`src/rtl/prog_counter_pkg.sv`:
```
// Shared mode and direction encodings for the programmable board counter.
package prog_counter_pkg;

   typedef logic [2:0] mode_t;

   localparam mode_t MODE_UP     = 3'd0;
   localparam mode_t MODE_DOWN   = 3'd1;
   localparam mode_t MODE_BOUNCE = 3'd2;
   localparam mode_t MODE_LOAD   = 3'd3;
   localparam mode_t MODE_CLEAR  = 3'd4;

   localparam logic DIR_UP   = 1'b0;
   localparam logic DIR_DOWN = 1'b1;

endpackage

```
`src/rtl/tick_gen.sv`:
```
// Prescaler: one-cycle tick strobe every PRESCALE enabled clock cycles.
// Ports: clk, rst (async active-low), en (freezes prescaler when 0),
//        tick (registered strobe, high the cycle after the prescaler holds PRESCALE-1).
module tick_gen #(
   parameter int unsigned PRESCALE = 100000000,
   parameter int unsigned PW       = 27
) (
   input  logic clk,
   input  logic rst,
   input  logic en,
   output logic tick
);

   localparam logic [PW-1:0] LAST = PW'(PRESCALE - 1);

   logic [PW-1:0] cnt_q, cnt_d;
   logic          tick_q, tick_d;

   // Wrap at PRESCALE-1 and flag the wrap as next cycle's tick.
   always_comb begin
      cnt_d  = cnt_q;
      tick_d = 1'b0;
      if (en) begin
         if (cnt_q == LAST) begin
            cnt_d  = '0;
            tick_d = 1'b1;
         end else begin
            cnt_d = cnt_q + PW'(1);
         end
      end
   end

   always_ff @(posedge clk or negedge rst) begin
      if (!rst) begin
         cnt_q  <= '0;
         tick_q <= 1'b0;
      end else begin
         cnt_q  <= cnt_d;
         tick_q <= tick_d;
      end
   end

   assign tick = tick_q;

endmodule

```
`src/rtl/prog_modcounter.sv`:
```
// Programmable modulus counter with up/down/bounce/load/clear/hold modes.
// Ports: clk, rst (async active-low), en (count enable), ctrl (mode),
//        data (load value); outputs count, t_count (thermometer), dir
//        (bounce direction), tick (prescaler strobe), tc (terminal-count
//        pulse), load_err (rejected-load pulse). All outputs registered.
module prog_modcounter
   import prog_counter_pkg::*;
#(
   parameter int unsigned MOD      = 16,
   parameter int unsigned W        = 4,
   parameter int unsigned PRESCALE = 100000000,
   parameter int unsigned PW       = 27
) (
   input  logic           clk,
   input  logic           rst,
   input  logic           en,
   input  logic [2:0]     ctrl,
   input  logic [W-1:0]   data,
   output logic [W-1:0]   count,
   output logic [MOD-1:0] t_count,
   output logic           dir,
   output logic           tick,
   output logic           tc,
   output logic           load_err
);

   localparam logic [W-1:0] CNT_MAX = W'(MOD - 1);

   mode_t          mode;
   logic [W-1:0]   count_q, count_d;
   logic [MOD-1:0] t_count_q, t_count_d;
   logic           dir_q, dir_d;
   logic           tc_q, tc_d;
   logic           err_q, err_d;

   assign mode = ctrl;

   tick_gen #(
      .PRESCALE (PRESCALE),
      .PW       (PW)
   ) u_tick_gen (
      .clk  (clk),
      .rst  (rst),
      .en   (en),
      .tick (tick)
   );

   // Counter next state; only evaluated on enabled tick cycles.
   always_comb begin
      count_d = count_q;
      dir_d   = dir_q;
      tc_d    = 1'b0;
      err_d   = 1'b0;
      if (en && tick) begin
         // Any non-bounce tick resets direction so bounce always restarts upward.
         dir_d = DIR_UP;
         case (mode)
            MODE_UP: begin
               if (count_q == CNT_MAX) begin
                  count_d = '0;
                  tc_d    = 1'b1;
               end else begin
                  count_d = count_q + W'(1);
               end
            end
            MODE_DOWN: begin
               if (count_q == '0) begin
                  count_d = CNT_MAX;
                  tc_d    = 1'b1;
               end else begin
                  count_d = count_q - W'(1);
               end
            end
            MODE_BOUNCE: begin
               dir_d = dir_q;
               if (dir_q == DIR_UP && count_q == CNT_MAX) begin
                  dir_d   = DIR_DOWN;
                  count_d = CNT_MAX - W'(1);
                  tc_d    = 1'b1;
               end else if (dir_q == DIR_DOWN && count_q == '0) begin
                  dir_d   = DIR_UP;
                  count_d = W'(1);
                  tc_d    = 1'b1;
               end else if (dir_q == DIR_UP) begin
                  count_d = count_q + W'(1);
               end else begin
                  count_d = count_q - W'(1);
               end
            end
            MODE_LOAD: begin
               // Out-of-range loads fall back to 0 so count never leaves 0..MOD-1.
               if (32'(data) < MOD) begin
                  count_d = data;
               end else begin
                  count_d = '0;
                  err_d   = 1'b1;
               end
            end
            MODE_CLEAR: begin
               count_d = '0;
            end
            default: begin
            end
         endcase
      end
   end

   // Thermometer of the next count so it lines up with count.
   always_comb begin
      t_count_d = '0;
      for (int unsigned i = 0; i < MOD; i++) begin
         t_count_d[i] = (32'(count_d) > i);
      end
   end

   always_ff @(posedge clk or negedge rst) begin
      if (!rst) begin
         count_q   <= '0;
         t_count_q <= '0;
         dir_q     <= DIR_UP;
         tc_q      <= 1'b0;
         err_q     <= 1'b0;
      end else begin
         count_q   <= count_d;
         t_count_q <= t_count_d;
         dir_q     <= dir_d;
         tc_q      <= tc_d;
         err_q     <= err_d;
      end
   end

   assign count    = count_q;
   assign t_count  = t_count_q;
   assign dir      = dir_q;
   assign tc       = tc_q;
   assign load_err = err_q;

endmodule

```
`config.mk`:
```
export PLATFORM = sky130hd
export DESIGN_NAME = prog_modcounter
export DESIGN_NICKNAME = d
export VERILOG_FILES = /design/src/rtl/prog_counter_pkg.sv /design/src/rtl/tick_gen.sv /design/src/rtl/prog_modcounter.sv
export SDC_FILE = /design/constraint.sdc
export NUM_CORES = 1
export LEC_CHECK = 0
export CORE_MARGIN = 2
export CORE_UTILIZATION = 59
export CTS_CLUSTER_DIAMETER = 60
export DETAILED_ROUTE_END_ITERATION = 8
export PLACE_DENSITY = 0.85
export SLEW_MARGIN = 20
export SYNTH_ARGS = -nofsm -noshare
export SYNTH_HDL_FRONTEND = slang
export SYNTH_SLANG_ARGS = --single-unit
```
`constraint.sdc`:
```
create_clock -name clk -period 3.8 [get_ports clk]
set_input_delay 0.76 -clock clk [delete_from_list [all_inputs] [get_ports clk]]
set_output_delay 0.76 -clock clk [all_outputs]
set_load 0.02 [all_outputs]
```
; Word-level counts from Yosys, hierarchy flattened
; Index checks and enable logic that the tools add are counted.
[classes]
add_sub_neg = 3
magnitude_cmp = 15
eq_ne = 7
n_mux = 19
n_bitwise = 1
n_reduce_logical = 6
[op_table]
columns = operator, count
row1 = $gt A4 B4 Y1 const B, 7
row2 = $add A27 B1 Y27 const B, 1
row3 = $eq A27 B27 Y1 const B, 1
row4 = $mux W27, 1
row5 = $mux W4, 6
row6 = $pmux W4 S5, 1
row7 = $gt A4 B3 Y1 const B, 4
row8 = $mux W1, 10
row9 = $gt A4 B1 Y1 const B, 2
row10 = $gt A4 B2 Y1 const B, 2
row11 = $eq A3 B2 Y1 const B, 2
row12 = $add A4 B1 Y4 const B, 1
row13 = $eq A4 B4 Y1 const B, 1
row14 = $logic_not A4 Y1, 1
row15 = $sub A4 B1 Y4 const B, 1
row16 = $eq A3 B1 Y1 const B, 1
row17 = $eq A3 B3 Y1 const B, 1
row18 = $logic_and A1 B1 Y1, 3
row19 = $logic_not A3 Y1, 1
row20 = $ne A3 B3 Y1 const B, 1
row21 = $pmux W1 S3, 1
row22 = $reduce_and A2 Y1, 1
row23 = $not A1 Y1, 1
[word_totals]
ff_bits = 49
input_bits = 10
out_inout_bits = 24
wordCells = 57

; Longest topological paths before layout
; Gate-level depths: netlist of the first run.
[depth]
ltp_word = 7
depth_mapped = 9
mapped_depth_nobuf = 8

; By module
; A second synthesis of the first run with hierarchy kept.
[unflattened]
cells_unflattened = 259
hier_area_um2 = 2696.3
[modules_own_cells]
columns = mod, instances, cells_each, area_per_inst_um2, seq_area_each_um2
row1 = tick_gen, 1, 139, 1442.6, 700.7
row2 = prog_modcounter, 1, 120, 1253.7, 525.5

; Least setup slack after synthesis of the first run
; No wires, ideal clock.
[synth_path]
kind = flip-flop to flip-flop
start = register count_q[0], in the netlist count[0]
end = register t_count_q[14], in the netlist t_count[14]
setup_time_ns = 0.069
t_arrival_ns = 2.330
required_ns = 3.731
slack_ns = 1.401
path_stages_with_launch = 10
path_buffers = 1
period_less_slack_ns = 2.399
cell_sequence = dfrtp_1 clkbuf_2 inv_1 ha_1 nor3b_1 o31a_1 a211o_1 a211o_4 or2_4 nor2_2
[synth_between]
elab_chain_len = 7
word_cells_on_any_way = 14
classes_between = add/sub (2) / order compare (1) / eq/ne (1) / mux (7) / reduce/logical (3)
[synth_rtl]
columns = element, line
row1 = start: declaration, prog_modcounter.sv:30  ; logic [W-1:0] count_q, count_d;
row2 = start signal: assignment, prog_modcounter.sv:124  ; count_q <= count_d;
row3 = "$add A4 B1 Y4, or another cell as far along", "prog_modcounter.sv:63, prog_modcounter.sv:85"
row4 = $mux W4 / $logic_and A1 B1 Y1 (equally long branches), "prog_modcounter.sv:84, prog_modcounter.sv:80"
row5 = $mux W4, prog_modcounter.sv:80  ; end else if (dir_q == DIR_DOWN && count_q == '0) begin
row6 = $mux W4, prog_modcounter.sv:76  ; if (dir_q == DIR_UP && count_q == CNT_MAX) begin
row7 = $pmux W4 S5, prog_modcounter.sv:57  ; case (mode)
row8 = $mux W4 (*), prog_modcounter.sv:54  ; if (en && tick) begin
row9 = $gt A4 B4 Y1 (*), prog_modcounter.sv:112  ; t_count_d[i] = (32'(count_d) > i);
row10 = named net t_count_d[14], prog_modcounter.sv:31  ; logic [MOD-1:0] t_count_q, t_count_d;
row11 = end signal: assignment, prog_modcounter.sv:125  ; t_count_q <= t_count_d;
row12 = end: declaration, prog_modcounter.sv:31
; The timed path passes the listed nets; every way through them passes the cells marked *.
; A chain may end at the register's enable or synchronous reset.

==> flow_metrics.env, run 1 <==
export IMPL_cts_hold_buf=0
export IMPL_grt_start_max_net_pins=50
export IMPL_netlist_area_sq_um=2520
export IMPL_synth_flop_cell="dfrtp_1"
export IMPL_root_buffer="clkbuf_8"
export IMPL_drt_initial_drc_count=292
export IMPL_synthArstFlopShare=1.00
export IMPL_ir_worst_vdd_uv=275
export IMPL_fin_util=0.722
export IMPL_cts_inserted_buffers=5
export IMPL_cts_tree="built"
export IMPL_gr_total_overflow=0
export IMPL_synth_top_area_frac=0.487
export IMPL_maxCapViolations=0
export IMPL_via_per_inst=5.89
export IMPL_die_h_microns=69.4
export IMPL_syn_to_final_growth_pct=16.2
export IMPL_finalHoldViolCount=0
export IMPL_yosysWarnings=0
export IMPL_setup_tns_ns=0
export IMPL_clock_latency_ns=0.30
export IMPL_grt_setup_unrepaired="false"
export IMPL_worst_ep_arrival_time_ns=3.03
export IMPL_ioPinCount=34
export IMPL_grt_pass1_wl_mm=8.76
export IMPL_htree_levels=2
export IMPL_hpwl_mm=3.59
export IMPL_drc=0
export IMPL_cp_max_fo=10
export IMPL_synth_enable_flop_cells=0
export IMPL_ant_nets=0
export IMPL_period_minus_slack_ns=2.80
export IMPL_skew_ns=0.00807
export IMPL_dieArea_sq_um=4810
export IMPL_layout_common_cells="dfrtp_1, clkdlybuf4s50_1, nor2_1"
export IMPL_ys_seq_area_frac=0.487
export IMPL_synthCells=254
export IMPL_grt_use_total=0.225
export IMPL_worst_ep_required_time_ns=4.03
export IMPL_cts_buffer_depth=2
export IMPL_crit_type="in -> reg"
export IMPL_cts_sinks=49
export IMPL_hold_path_class="in -> async"
export IMPL_wl_per_cell_microns=14.9
export IMPL_final_common_cell="dfrtp_1"
export IMPL_static_leakage_power_nw=1.32
export IMPL_tightest_slew_ns=0.601
export IMPL_final_setup_viol_count=0
export IMPL_antenna_found_initial=0
export IMPL_yosysTopAreaCell="dfrtp_1"
export IMPL_rows=23
export IMPL_numPortBuffers=31
export IMPL_syn_avg_cell_area_sq_um=9.92
export IMPL_grt_pass1_vias=1862
export IMPL_nNetsFinal=295
export IMPL_gp_congestion=0.968
export IMPL_drt_pass1_iter_count=4
export IMPL_max_freq_ghz=0.357
export IMPL_cts_setup_buffers=0
export IMPL_post_cts_resized=0
export IMPL_synth_seq_cells=49
export IMPL_ys_types=58
export IMPL_outcome="complete, no violations"
export IMPL_clkSlewWorstSetupHoldPaths_ns=0.10
export IMPL_maxSlewViolCount=0
export IMPL_wl_mm=4.98
export IMPL_maxSlewHeadroom=0.599
export IMPL_core_area_sq_um=4060
export IMPL_crit_path_end_kind="flop"
export IMPL_start_util=0.621
export IMPL_min_period_over_period=0.736
export IMPL_die_w_microns=69.4
export IMPL_synth_area_top_cells="dfrtp_1, xnor2_1, nor2_1"
export IMPL_antenna_cells=0
export IMPL_power_density_nw_per_um2=350
export IMPL_drive_above_1_share=0.0919
export IMPL_cp_start_kind="input port"
export IMPL_p_total_mw=1.02
export IMPL_vias=1963
-- power breakdown --
group | leakage (nW) | switching (mW) | internal (mW)
clock | 0.0452 | 0.183 | 0.134
sequential | 0.657 | 0.0420 | 0.556
combinational | 0.615 | 0.0575 | 0.0525
-- area by class of cell --
class,instances,area [sq um]
Sequential cell,49,1230
Multi-Input combinational cell,179,1170
Fill cell,297,1130
Timing Repair Buffer,33,323
Clock buffer,5,68.8
Tap cell,50,62.6
Inverter,14,52.6
Clock inverter,3,25.0
-- synth_stat cells, types with 4 or more instances --
| cell type | n |
|---|---|
| xnor2_1 | 15 |
| nand2b_1 | 4 |
| inv_1 | 13 |
| nor2_2 | 4 |
| xor2_1 | 4 |
| nand3_1 | 9 |
| nand2_1 | 16 |
| nor3_1 | 7 |
| a211o_1 | 4 |
| a31oi_1 | 5 |
| dfrtp_1 | 49 |
| buf_2 | 7 |
| a21oi_1 | 12 |
| nand4_1 | 6 |
| o21ai_0 | 11 |
| buf_4 | 4 |
| nor2_1 | 24 |
-- worst max-delay path, stage by stage --
cell,delay (ns)
clkdlybuf4s50_1,0.73
nand4_2,0.20
or3b_4,0.48
nor2_4,0.15
nand4_4,0.14
or3_1,0.39
a21oi_1,0.18
-- layer usage --
layer / part of all wire / up-vias / wire (microns) / global-route usage
met1: 0.45 / 938 / 2230 / 0.316
met5: 0 / - / 0 / 0
li1: - / 948 / - / -
met3: 0.058 / 8 / 288 / 0.0538
met4: 0.013 / 0 / 63 / 0.0763
met2: 0.48 / 69 / 2400 / 0.347
-- flip-flops by register name, summed over array words and instances (netlist names) --
signal and cells:
dir 1, u_tick_gen.cnt_q 27, count 4, t_count 15
tc 1, u_tick_gen.tick 1
-- stage by stage --
stage	hold WS [ns]	cell area, sq um	setup slack, ns	instances
finish	0.461	2930	1.00	333
global route	0.518	2930	0.815	333
CTS	0.502	2930	0.993	333
detailed placement	0.487	2830	0.654	325
global placement	0.467	2830	0.679	325
floorplan	0.446	2520	1.40	255
-- final timing paths --
path / endpoint / startpoint / cells after the start / slack (ns)
worst max register to register: t_count[4] / count[0] / 7 / 1.23
max in group asynchronous: tc / rst / 1 / 2.94
worst min register to register: u_tick_gen.cnt_q[11] / u_tick_gen.cnt_q[11] / 1 / 0.50
worst max-delay path: u_tick_gen.cnt_q[22] / en / 7 / 1.00
min in group clk: u_tick_gen.cnt_q[11] / u_tick_gen.cnt_q[11] / 1 / 0.50
worst min-delay path: t_count[7] / rst / 1 / 0.46
-- logic make-up (layout without fill, tap and decap cells) --
logic type               after synthesis  count (layout)  synth area share
flip-flops                            49              49             0.487
other                                  1               2           0.00149
adder cells (fa/ha/maj)                3               3            0.0149
AND/OR/NAND/NOR                      102             102             0.232
buffers and inverters                 27              55            0.0501
XOR/XNOR                              19              19            0.0660
AO/OA/AOI/OAI                         50              50             0.137
multiplexers                           3               3            0.0119
Power figures use the tool's default switching activity.
==> run 2: changes to the inputs <==
--- a/config.mk
+++ b/config.mk
@@ -6,10 +6,10 @@
 export NUM_CORES = 1
 export LEC_CHECK = 0
 export CORE_MARGIN = 2
-export CORE_UTILIZATION = 59
+export CORE_UTILIZATION = 49
 export CTS_CLUSTER_DIAMETER = 60
 export DETAILED_ROUTE_END_ITERATION = 8
-export PLACE_DENSITY = 0.85
+export PLACE_DENSITY = 0.75
 export SLEW_MARGIN = 20
 export SYNTH_ARGS = -nofsm -noshare
 export SYNTH_HDL_FRONTEND = slang
==> constraint.sdc (replaced) <==
create_clock -name clk -period 2.4 [get_ports clk]
set_input_delay 0.48 -clock clk [delete_from_list [all_inputs] [get_ports clk]]
set_output_delay 0.48 -clock clk [all_outputs]
set_load 0.02 [all_outputs]
==> flow_metrics.env, run 2 (same netlist as run 1, synthesis figures left out) <==
export IMPL_outcome="complete, no violations"
export IMPL_grt_start_max_net_pins=41
export IMPL_finalHoldViolCount=0
export IMPL_die_h_microns=75.7
export IMPL_skew_ns=0.00844
export IMPL_drt_initial_drc_count=144
export IMPL_worst_ep_arrival_time_ns=2.57
export IMPL_drt_pass1_iter_count=4
export IMPL_antenna_cells=0
export IMPL_drc=0
export IMPL_static_leakage_power_nw=1.50
export IMPL_via_per_inst=5.30
export IMPL_cts_inserted_buffers=5
export IMPL_max_freq_ghz=0.431
export IMPL_crit_path_end_kind="flop"
export IMPL_crit_type="reg -> reg"
export IMPL_ioPinCount=34
export IMPL_cp_start_kind="flop"
export IMPL_dp_cells=382
export IMPL_maxCapViolations=0
export IMPL_cts_tree="built"
export IMPL_worst_ep_required_time_ns=2.65
export IMPL_drive_above_1_share=0.202
export IMPL_core_area_sq_um=5040
export IMPL_grt_setup_unrepaired="false"
export IMPL_wl_per_cell_microns=13.4
export IMPL_htree_levels=2
export IMPL_grt_use_total=0.201
export IMPL_nNetsFinal=333
export IMPL_grt_pass1_vias=1948
export IMPL_hpwl_mm=3.89
export IMPL_clock_latency_ns=0.31
export IMPL_grt_pass1_wl_mm=8.78
export IMPL_maxSlewViolCount=0
export IMPL_gr_total_overflow=0
export IMPL_period_minus_slack_ns=2.32
export IMPL_min_period_over_period=0.967
export IMPL_maxSlewHeadroom=0.435
export IMPL_ant_nets=0
export IMPL_cts_sinks=49
export IMPL_die_w_microns=75.7
export IMPL_vias=2074
export IMPL_cp_max_fo=6
export IMPL_largest_reg_flops=27
export IMPL_fin_cells=391
export IMPL_rows=26
export IMPL_power_density_nw_per_um2=507
export IMPL_clkSlewWorstSetupHoldPaths_ns=0.10
export IMPL_final_common_cell="dfrtp_1"
export IMPL_p_total_mw=1.65
export IMPL_tightest_slew_ns=0.847
export IMPL_wl_mm=5.25
export IMPL_holdWs_ns=0.258
export IMPL_root_buffer="clkbuf_8"
export IMPL_pre_cts_slack_ns=-0.188
export IMPL_numPortBuffers=31
export IMPL_ir_worst_vdd_uv=453
export IMPL_layout_common_cells="dfrtp_1, buf_4, clkdlybuf4s50_1"
export IMPL_final_setup_viol_count=0
export IMPL_gp_congestion=0.921
export IMPL_antenna_found_initial=0
export IMPL_dieArea_sq_um=5730
export IMPL_layout_setup_ws_ns=0.0787
export IMPL_start_util=0.500
export IMPL_cts_buffer_depth=2
export IMPL_syn_to_final_growth_pct=28.8
export IMPL_regMostFlops="u_tick_gen.cnt_q"
export IMPL_hold_path_class="in -> async"
-- run 2: cell types whose count changed in the layout (fill, tap and decap cells not counted) --
cell       previous run  this run
a31oi_1               5         4
a2111oi_0             2         0
buf_4                 3        40
a2111oi_1             0         2
buf_2                 0         1
a31oi_2               0         1
-- run 2: layer usage --
| layer | GRT usage | routed length [microns] | vias up | share of wire |
|---|---|---|---|---|
| met5 | 0 | 0 | - | 0 |
| met4 | 0.0663 | 69 | 0 | 0.013 |
| met3 | 0.0370 | 243 | 7 | 0.046 |
| met1 | 0.271 | 2450 | 984 | 0.47 |
| met2 | 0.330 | 2490 | 59 | 0.47 |
| li1 | - | - | 1024 | - |
-- run 2: path summary, 6_finish.rpt --
check,from,end,slack (ns),depth (start not counted)
hold reg to reg,u_tick_gen.cnt_q[23],u_tick_gen.cnt_q[23],0.49,1
setup / recovery,count[0],t_count[13],0.08,9
setup reg to reg,count[0],t_count[13],0.08,9
max in group asynchronous,rst,dir,1.49,2
min in group clk,u_tick_gen.cnt_q[23],u_tick_gen.cnt_q[23],0.49,1
hold / removal,rst,u_tick_gen.cnt_q[17],0.26,1
-- run 2: power by group --
group	switching (mW)	internal [mW]	total, mW
logic	0.0958	0.0978	0.194
registers	0.0605	0.880	0.941
clock network	0.300	0.213	0.513
-- run 2: worst max-delay path, stage by stage (launching register included) --
cell and delay [ns]:
dfrtp_1 0.40, inv_1 0.07, ha_1 0.24, nor3b_1 0.15, buf_4 0.15, o31a_1 0.26, a211o_1 0.28, a211o_4 0.37
or2_4 0.26, nor2_2 0.08
-- run 2: layout make-up --
| cell class | instances | area, sq um |
|---|---|---|
| Timing Repair Buffer | 71 | 606 |
| Inverter | 14 | 52.6 |
| Tap cell | 70 | 87.6 |
| Multi-Input combinational cell | 179 | 1180 |
| Sequential cell | 49 | 1230 |
| Fill cell | 443 | 1800 |
| Clock buffer | 5 | 68.8 |
| Clock inverter | 3 | 25.0 |
-- run 2: stage by stage --
stage                util  area, sq um  setup TNS, ns
finish              0.644         3250              0
global placement    0.622         3140          -1.49
floorplan               -         2520              0
detailed placement  0.622         3140          -1.96
global route        0.644         3250              0
CTS                 0.640         3230              0
-- run 2: timing repair --
item                       4_1_cts  5_1_grt
resized for setup                0        3
hold buffers                     0        0
buffers inserted                 0        1
setup endpoints to repair        0        7
==> run 3: changes to the inputs <==
--- a/config.mk
+++ b/config.mk
@@ -10,6 +10,7 @@
 export CTS_CLUSTER_DIAMETER = 60
 export DETAILED_ROUTE_END_ITERATION = 8
 export PLACE_DENSITY = 0.75
+export SETUP_SLACK_MARGIN = 0.1
 export SLEW_MARGIN = 20
 export SYNTH_ARGS = -nofsm -noshare
 export SYNTH_HDL_FRONTEND = slang
==> flow_metrics.env, run 3 (same netlist as run 1, synthesis figures left out) <==
export IMPL_gp_congestion=0.938
export IMPL_rows=26
export IMPL_final_common_cell="dfrtp_1"
export IMPL_htree_levels=2
export IMPL_max_freq_ghz=0.444
export IMPL_ioPinCount=34
export IMPL_grt_use_total=0.197
export IMPL_maxSlewViolCount=0
export IMPL_wl_per_cell_microns=13.5
export IMPL_cts_sinks=49
export IMPL_crit_path_end_kind="flop"
export IMPL_largest_reg_flops=27
export IMPL_worst_ep_required_time_ns=2.65
export IMPL_layout_setup_ws_ns=0.148
export IMPL_pre_cts_slack_ns=-0.241
export IMPL_final_setup_viol_count=0
export IMPL_clock_latency_ns=0.31
export IMPL_die_w_microns=75.7
export IMPL_setup_tns_ns=0
export IMPL_die_h_microns=75.7
export IMPL_cp_start_kind="flop"
export IMPL_root_buffer="clkbuf_8"
export IMPL_vias=2106
export IMPL_hpwl_mm=3.87
export IMPL_cp_max_fo=4
export IMPL_via_per_inst=5.44
export IMPL_cts_inserted_buffers=5
export IMPL_power_density_nw_per_um2=532
export IMPL_min_period_over_period=0.938
export IMPL_period_minus_slack_ns=2.25
export IMPL_r2r_start="count[0]"
export IMPL_drc=0
export IMPL_ir_worst_vdd_uv=501
export IMPL_r2r_end="t_count[12]"
export IMPL_holdWs_ns=0.183
export IMPL_ant_nets=0
export IMPL_antenna_cells=0
export IMPL_maxCapViolations=0
export IMPL_grt_pass1_wl_mm=8.42
export IMPL_r2r_slack_ns=0.15
export IMPL_fin_cells=387
export IMPL_core_area_sq_um=5040
export IMPL_dieArea_sq_um=5730
export IMPL_r2r_cells=9
export IMPL_worst_ep_arrival_time_ns=2.50
export IMPL_crit_type="reg -> reg"
export IMPL_fillers=429
export IMPL_crit_path_start="count[0]"
export IMPL_finalHoldViolCount=0
export IMPL_maxSlewHeadroom=0.587
export IMPL_skew_ns=0.00633
export IMPL_drt_initial_drc_count=171
export IMPL_cts_hold_buf=0
export IMPL_numPortBuffers=31
export IMPL_grt_pass1_vias=1879
export IMPL_nNetsFinal=329
export IMPL_p_total_mw=1.75
export IMPL_regMostFlops="u_tick_gen.cnt_q"
export IMPL_syn_to_final_growth_pct=30.6
export IMPL_cts_tree="built"
export IMPL_cp_endpoint="t_count[12]"
export IMPL_wl_mm=5.24
export IMPL_outcome="complete, no violations"
export IMPL_antenna_found_initial=0
export IMPL_start_util=0.500
export IMPL_cts_buffer_depth=2
export IMPL_tightest_slew_ns=0.620
export IMPL_dp_cells=375
export IMPL_grt_setup_unrepaired="false"
export IMPL_drt_pass1_iter_count=4
export IMPL_layout_common_cells="dfrtp_1, buf_4, clkdlybuf4s50_1"
export IMPL_gr_total_overflow=0
export IMPL_static_leakage_power_nw=1.51
export IMPL_hold_path_class="in -> async"
export IMPL_grt_start_max_net_pins=28
export IMPL_clkSlewWorstSetupHoldPaths_ns=0.09
export IMPL_drive_above_1_share=0.215
[run 3: cell types whose count changed in the layout (fill, tap and decap cells not counted), sizes merged]
cell,previous run,this run
buf,41,37
bufinv,0,1
clkdlybuf4s50,30,29
dlymetal6s2s,0,1
inv,16,14
clkbuf,5,6
[run 3: critical path: stages, from the launching register on]
cell and delay (ns):
dfrtp_2 0.45, inv_2 0.09, ha_4 0.14, or3b_4 0.40
o211ai_1 0.28, buf_4 0.17, a2111oi_2 0.05, a211o_4 0.29
or2_4 0.26, nor2_2 0.08
[run 3: report_power, final]
group / internal (mW) / total, mW / leakage (nW) / switching, mW
clock: 0.339 / 0.609 / 0.0574 / 0.270
sequential: 0.880 / 0.940 / 0.656 / 0.0595
combinational: 0.103 / 0.200 / 0.794 / 0.0977
[run 3: cell type report]
class	count	area, sq um	area share
timing repair buffer	67	591	0.179
clock inverter	2	37.5	0.0114
inverter	14	52.6	0.0160
tap	70	87.6	0.0266
clock buffer	6	82.6	0.0251
sequential	49	1230	0.373
multi-input combinational	179	1210	0.368
[run 3: worst min path at each step]
stage	endpoint	slack (ns)	cells past startpoint
final	u_tick_gen.cnt_q[18]	0.18	1
after global placement	u_tick_gen.cnt_q[23]	0.47	1
after floorplan	count[0]	0.18	0
after global routing	u_tick_gen.cnt_q[18]	0.23	1
after detailed placement	u_tick_gen.cnt_q[23]	0.48	1
after CTS	u_tick_gen.cnt_q[24]	0.19	1
[run 3: timing repair]
action | 4_1_cts | 5_1_grt
pin swaps | 0 | 1
gates resized for setup | 1 | 10
setup endpoints to repair | 4 | 14
buffers inserted | 0 | 4
[run 3: routing by layer]
layer	vias up	global-route usage	wire length, microns
li1	1013	-	-
met1	1029	0.259	2340
met2	53	0.310	2570
met3	11	0.0516	228
met4	0	0.0799	98
met5	-	0	0
[run 3: stage by stage]
stage / instance area (sq um) / utilization
floorplan: 2540 / -
global placement: 3100 / 0.615
detailed placement: 3100 / 0.615
CTS: 3220 / 0.639
global route: 3290 / 0.653
finish: 3290 / 0.653
